File: src/rtl/uart_tx.sv
// Buffered 8N1 UART transmitter: a small byte FIFO feeding a START/DATA/STOP serialiser.
// Define UART_TX_PARITY_EN to insert an even-parity bit between DATA and STOP.
module uart_tx #(
  parameter int CLKS_PER_BIT = 280,
  parameter int FIFO_DEPTH   = 4
) (
  input  logic       clk_i,
  input  logic       rst_i,
  input  logic [7:0] data_i,
  input  logic       valid_i,
  output logic       ready_o,
  output logic       tx_o,
  output logic       busy_o
);

  localparam int CNT_W = $clog2(CLKS_PER_BIT);
  localparam int AW    = $clog2(FIFO_DEPTH);
  localparam logic [CNT_W-1:0] CNT_MAX = CNT_W'(CLKS_PER_BIT - 1);

  typedef enum logic [2:0] {
    IDLE,
    START,
    DATA,
`ifdef UART_TX_PARITY_EN
    PARITY,
`endif
    STOP
  } state_t;

  // ---------------------------------------------------------------- FIFO
  logic [7:0]  mem [FIFO_DEPTH];
  logic [AW:0] wr_ptr, rd_ptr;
  logic        empty, full, push, pop;
  logic [7:0]  head;

  assign empty   = (wr_ptr == rd_ptr);
  assign full    = (wr_ptr[AW] != rd_ptr[AW]) && (wr_ptr[AW-1:0] == rd_ptr[AW-1:0]);
  assign ready_o = !full;
  assign push    = valid_i && ready_o && !rst_i;
  assign head    = mem[rd_ptr[AW-1:0]];

  // NOTE: sequential state is assigned with <= so every flop samples pre-edge values.
  always_ff @(posedge clk_i) begin
    if (rst_i) begin
      wr_ptr <= '0;
      rd_ptr <= '0;
    end else begin
      if (push) wr_ptr <= wr_ptr + 1'b1;
      if (pop)  rd_ptr <= rd_ptr + 1'b1;
    end
  end

  // NOTE: the storage array is deliberately not reset; the pointers alone define valid entries.
  always_ff @(posedge clk_i) begin
    if (push) mem[wr_ptr[AW-1:0]] <= data_i;
  end

  // --------------------------------------------------------- serialiser
  state_t           state_q, state_d;
  logic [CNT_W-1:0] cnt_q, cnt_d;
  logic [2:0]       bit_q, bit_d;
  logic [7:0]       shift_q, shift_d;
  logic             tx_d, bit_end;

`ifdef UART_TX_PARITY_EN
  logic par_q;

  always_ff @(posedge clk_i) begin
    if (rst_i)    par_q <= 1'b0;
    else if (pop) par_q <= ^head;
  end
`endif

  assign bit_end = (cnt_q == CNT_MAX);
  assign busy_o  = (state_q != IDLE) || !empty;

  // NOTE: every signal gets a default before the case so no latch can be inferred.
  always_comb begin
    state_d = state_q;
    cnt_d   = cnt_q;
    bit_d   = bit_q;
    shift_d = shift_q;
    pop     = 1'b0;
    if (state_q != IDLE) cnt_d = bit_end ? '0 : cnt_q + 1'b1;

    case (state_q)
      IDLE: begin
        if (!empty) begin
          pop     = 1'b1;
          shift_d = head;
          cnt_d   = '0;
          state_d = START;
        end
      end
      START: if (bit_end) state_d = DATA;
      DATA: begin
        if (bit_end) begin
          shift_d = shift_q >> 1;
          bit_d   = bit_q + 3'd1;
`ifdef UART_TX_PARITY_EN
          if (bit_q == 3'd7) state_d = PARITY;
`else
          if (bit_q == 3'd7) state_d = STOP;
`endif
        end
      end
`ifdef UART_TX_PARITY_EN
      PARITY: if (bit_end) state_d = STOP;
`endif
      STOP: begin
        if (bit_end) begin
          // Back-to-back frames: reload straight into START with no idle bit.
          if (!empty) begin
            pop     = 1'b1;
            shift_d = head;
            state_d = START;
          end else begin
            state_d = IDLE;
          end
        end
      end
      default: state_d = IDLE;
    endcase

    // Line level follows the current state, so it lags the state register by one edge.
    case (state_q)
      START:   tx_d = 1'b0;
      DATA:    tx_d = shift_q[0];
`ifdef UART_TX_PARITY_EN
      PARITY:  tx_d = par_q;
`endif
      default: tx_d = 1'b1;
    endcase
  end

  always_ff @(posedge clk_i) begin
    if (rst_i) begin
      state_q <= IDLE;
      cnt_q   <= '0;
      bit_q   <= '0;
      shift_q <= '0;
      tx_o    <= 1'b1;
    end else begin
      state_q <= state_d;
      cnt_q   <= cnt_d;
      bit_q   <= bit_d;
      shift_q <= shift_d;
      tx_o    <= tx_d;
    end
  end

endmodule

File: config.mk
export PLATFORM = sky130hd
export DESIGN_NAME = uart_tx
export DESIGN_NICKNAME = d
export VERILOG_FILES = /design/src/rtl/uart_tx.sv
export SDC_FILE = /design/constraint.sdc
export NUM_CORES = 1
export LEC_CHECK = 0
export CAP_MARGIN = 10
export CORE_AREA = 2 2 76 78
export CTS_CLUSTER_SIZE = 20
export DETAILED_ROUTE_END_ITERATION = 7
export DIE_AREA = 0 0 78 80
export DONT_BUFFER_PORTS = 1
export HOLD_SLACK_MARGIN = 0.03
export PLACE_DENSITY_LB_ADDON = 0.25
export SETUP_SLACK_MARGIN = 0.15
export SYNTH_ARGS = -nofsm -noshare
export SYNTH_HDL_FRONTEND = slang
export SYNTH_SLANG_ARGS = --single-unit
File: constraint.sdc
create_clock -name clk_i -period 2.3 [get_ports clk_i]
set_input_delay 0.69 -clock clk_i [delete_from_list [all_inputs] [get_ports clk_i]]
set_output_delay 0.69 -clock clk_i [all_outputs]
set_load 0.05 [all_outputs]
; After elaboration in Yosys (flattened, before gate mapping)
; Memories as Yosys holds them, arrays and structs flattened. A register that Yosys moved wholly into a read port is not among the register bits.
; Cells that the tools add are included.
[word_totals]
output_inout_bits = 3
mem_bits_rw = 32
input_bits = 11
word_cells = 61
memories = 1
ff_bits = 30
[classes]
addsub = 4
eq_ne = 13
reduce_logical = 13
n_mux = 23
[mem_list]
columns = memory, depth, word_bits, read_ports, rd_ports_with_merged_regs, write_ports, line_no
row1 = mem, 4, 8, 1, 1, 1, 31  ; logic [7:0] mem [FIFO_DEPTH];
[op_table]
columns = op, count
row1 = $mux W9, 4
row2 = $mux W8, 3
row3 = $pmux W8 S3, 1
row4 = $mux W3, 5
row5 = $pmux W3 S4, 1
row6 = $ne A2 B2 Y1 const B, 5
row7 = $add A3 B1 Y3 const B, 3
row8 = $add A9 B1 Y9 const B, 1
row9 = $eq A9 B9 Y1 const B, 1
row10 = $eq A3 B2 Y1 const B, 2
row11 = $reduce_bool A3 Y1, 2
row12 = $mux W1, 5
row13 = $reduce_and A5 Y1, 1
row14 = $mux W2, 2
row15 = $pmux W1 S2, 2
row16 = $eq A3 B1 Y1 const B, 1
row17 = $eq A3 B3 Y1, 1
row18 = $eq A3 B3 Y1 const B, 1
row19 = $logic_and A1 B1 Y1, 3
row20 = $logic_not A1 Y1, 3
row21 = $logic_not A3 Y1, 1
row22 = $reduce_and A3 Y1, 1
row23 = $eq A2 B2 Y1, 1
row24 = $reduce_and A2 Y1, 1
row25 = 2 further kinds, 2

; Logic depth before layout (Yosys ltp)
[logic_depth]
ltp_word = 7
ltp_mapped = 7

; Worst setup path before layout
; No wires, ideal clock.
[synth_path]
path_kind = register to output
start = register state_q[0]
end = output port busy_o
n_path_buf = 1
setup_slack_ps = 119
required_time_ps = 1610
path_stages_with_launch = 7
arrival_time_ps = 1491
cell_sequence = dfxtp_1 inv_1 ha_1 clkbuf_2 inv_1 nor4_4 inv_1
[synth_via]
elab_chain_cells = 2
[synth_rtl]
columns = element, line_no
row1 = from (decl), 59  ; state_t state_q, state_d;
row2 = from (signal assigned), 144  ; state_q <= state_d;
row3 = $reduce_bool A3 Y1, 75  ; assign busy_o = (state_q != IDLE) || !empty;
row4 = $logic_or A1 B1 Y1, 75
row5 = to (decl), 13  ; output logic busy_o
; Every way passes these cells.

; Worst setup path after layout
[layout_path]
start = register rd_ptr[1]
end = output port busy_o
[layout_via]
elab_chain_cells = 3
[layout_rtl]
columns = element, line_no
row1 = from (decl), 32  ; logic [AW:0] wr_ptr, rd_ptr;
row2 = from (signal assigned), 49  ; if (pop) rd_ptr <= rd_ptr + 1'b1;
row3 = $eq A3 B3 Y1, 36  ; assign empty = (wr_ptr == rd_ptr);
row4 = $logic_not A1 Y1, --
row5 = $logic_or A1 B1 Y1, 75
; Every way passes these cells.

==> flow_metrics.py <==
metrics = {
    "status": {
        "outcome": "finished, final reports clean",
    },
    "yosys": {
        "yosysUniqueCellTypes": 40,
        "syn_area_sq_um": 2920,
        "synth_top_area_frac": 0.329,
        "ys.flop_type": "edfxtp_1",
        "ys_seq_area_frac": 0.541,
        "synth_top_area_cell": "edfxtp_1",
        "ys_ff_latch": 63,
        "syn_inst": 234,
        "yosysWarnings": 0,
        "synthTopCellsByArea": "edfxtp_1, dfxtp_1, mux4_2, ha_1, mux2_4",
        "synth-edff-count": 32,
        "synth_nets": 257,
        "async_reset_ff_frac": 0,
        "avgSynthCellArea_sq_um": 12.5,
    },
    "cells_and_area": {
        "antenna-diode-count": 0,
        "mostFrequentLayoutCell": "edfxtp_1",
        "final_nets": 276,
        "design_area_sq_um": 3390,
        "areaGrowthSynthToFinish_pct": 16.1,
        "drive_gt1_frac": 0.264,
        "mostFrequentLayoutCells": "edfxtp_1, dfxtp_1, nand2_1",
        "fin_util": 0.627,
    },
    "cts": {
        "insertion_delay_ns": 0.33,
        "cts_inserted_buffers": 9,
        "cts_buffer_depth": 2,
        "postCtsHoldBufs": 0,
        "clk_pin_slew_worst_paths_ns": 0.07,
        "cts_max_level": 3,
        "cts_root_buf": "clkbuf_8",
        "clock_sinks": 63,
        "cts_tree": "yes",
    },
    "critical_path": {
        "crit_slowest_cell": "dfxtp_4",
        "crit_arrival_ns": 1.56,
        "cp.required_ns": 1.61,
        "crit_chain": "xor2_4, nor4_4, clkinvlp_4, buf_8",
        "critPathMaxFanout": 3,
        "start_kind": "flip-flop",
        "path_class": "flip-flop to output pin",
        "regToRegSetupSlack_ns": 0.34,
        "end_kind": "output pin",
        "cpPeakStageDelay_ns": 0.37,
    },
    "die": {
        "die_x_microns": 78,
        "coreArea_sq_um": 5410,
        "die_y_microns": 80,
        "initial_core_util": 0.541,
        "placementRows": 27,
        "die_area_sq_um": 6240,
        "io_pins": 14,
    },
    "global_route": {
        "grt_max_degree": 43,
        "first_global_vias": 1769,
        "grt_overflow_total": 0,
        "antenna_found_initial": 0,
        "grt_pass1_wl_microns": 8020,
        "grtUsageTotal": 0.171,
    },
    "detailed_routing": {
        "drt_first_iter_violations": 55,
        "vias": 1749,
        "wl_microns": 4690,
        "highest_layer": "met4",
        "m1WireLength_microns": 2250,
        "antenna_left": 0,
        "wl_met2_microns": 2240,
        "wl_met3_microns": 135,
        "viasPerCell": 5.30,
        "wl_per_cell_microns": 14.2,
        "post-route-drc-count": 0,
        "first_pass_iters": 4,
    },
    "placed_design": {
        "dpl.hpwl_microns": 3100,
        "place_ws_ns": 0.206,
        "port_buffers": 0,
        "globalplace.congestion": 0.815,
        "place_area_sq_um": 3040,
    },
    "sta": {
        "layout_min_cycle_time_ns": 2.25,
        "drv_slew": 0,
        "rsz0062_at_grt": "yes",
        "hold_violations": 0,
        "skew_ns": 0.00896,
        "setup_viol": 0,
        "fmaxAchievable_mhz": 445,
        "timing.hold.ws_ns": 0.431,
        "post-route-worst-setup-slack_ns": 0.0530,
        "period_share": 0.977,
        "slew_headroom": 0.619,
        "worst_pin_slew_ns": 0.566,
    },
    "worst_hold_path": {
        "hold_class": "input port to flip-flop",
    },
    "pwr": {
        "powerDensity_nw_per_um2": 1050,
        "peakVddDrop_v": 0.000565,
        "p_leak_nw": 1.29,
        "p_total_mw": 3.55,
    },
    "job": {
        "cap_viol_max_count": 0,
    },
}
## per-layer routing
layer	track usage	up-vias
li1	-	885
met1	0.212	839
met2	0.272	19
met3	0.0554	6
met4	0.0789	0
met5	0	-
## cell type report
type                            count  area (sq um)
Clock buffer                       10           128
Clock inverter                      6           110
Fill cell                         418          2010
Inverter                           11          47.5
Multi-Input combinational cell    150          1280
Sequential cell                    63          1590
Tap cell                           72          90.1
Timing Repair Buffer               18           143
## sequential cells by signal (all words and copies together) (netlist names), named ones only
signal	count
cnt_q	9
rd_ptr	3
mem	32
state_q	2
shift_q	8
tx_o	1
bit_q	3
wr_ptr	3
## kinds of logic (layout without fill, tap and decap cells)
group           Yosys count  count (layout)  synth area share
compound gates           34              34            0.0788
xor+xnor                  7               7            0.0287
fa+ha+maj                12              12            0.0514
buf+inv                  21              45            0.0304
flops                    63              63             0.541
mux                      26              26             0.137
simple gates             71              71             0.133
## metrics by stage
stage                     instances  setup TNS (ns)
final                           330               0
after floorplan                 234               0
after global placement          305               0
after CTS                       328               0
after global routing            330         -0.0162
after detailed placement        305               0
## worst paths after layout
check / from / to / cells after the start
worst max-delay path: rd_ptr[1] / busy_o / 4
worst min-delay path: rst_i / bit_q[1] / 1
worst max register to register: rd_ptr[1] / mem[1][3] / 5
worst min register to register: cnt_q[8] / cnt_q[8] / 1
## power by group
| group | internal, mW | total (mW) | switching [mW] |
|---|---|---|---|
| clock network | 0.718 | 1.13 | 0.413 |
| logic | 0.534 | 1.02 | 0.481 |
| registers | 1.29 | 1.40 | 0.115 |
## repair_timing
item                                    in CTS  in global routing
pin swaps                                    2                  2
resized for setup                           10                  7
buffers inserted                             7                  2
endpoints found under the setup margin       2                  3
## synth_stat cells (4+ instances only)
library cell / count
nand3_1: 4
nand2b_1: 8
inv_1: 11
a311oi_1: 5
ha_1: 12
and2_1: 4
a21oi_1: 13
dfxtp_1: 31
nor2b_1: 9
o21ai_0: 4
edfxtp_1: 32
mux2i_1: 8
mux2_4: 7
nand2_1: 21
nor2_1: 14
clkbuf_1: 7
mux4_2: 8
## critical path, delay by kind of cell, from the launching register on
family	cells	cell delay [ns]
xor+xnor	1	0.19
simple gates	1	0.34
flops	1	0.37
buf+inv	2	0.33
(Power assumes the default switching activity.)
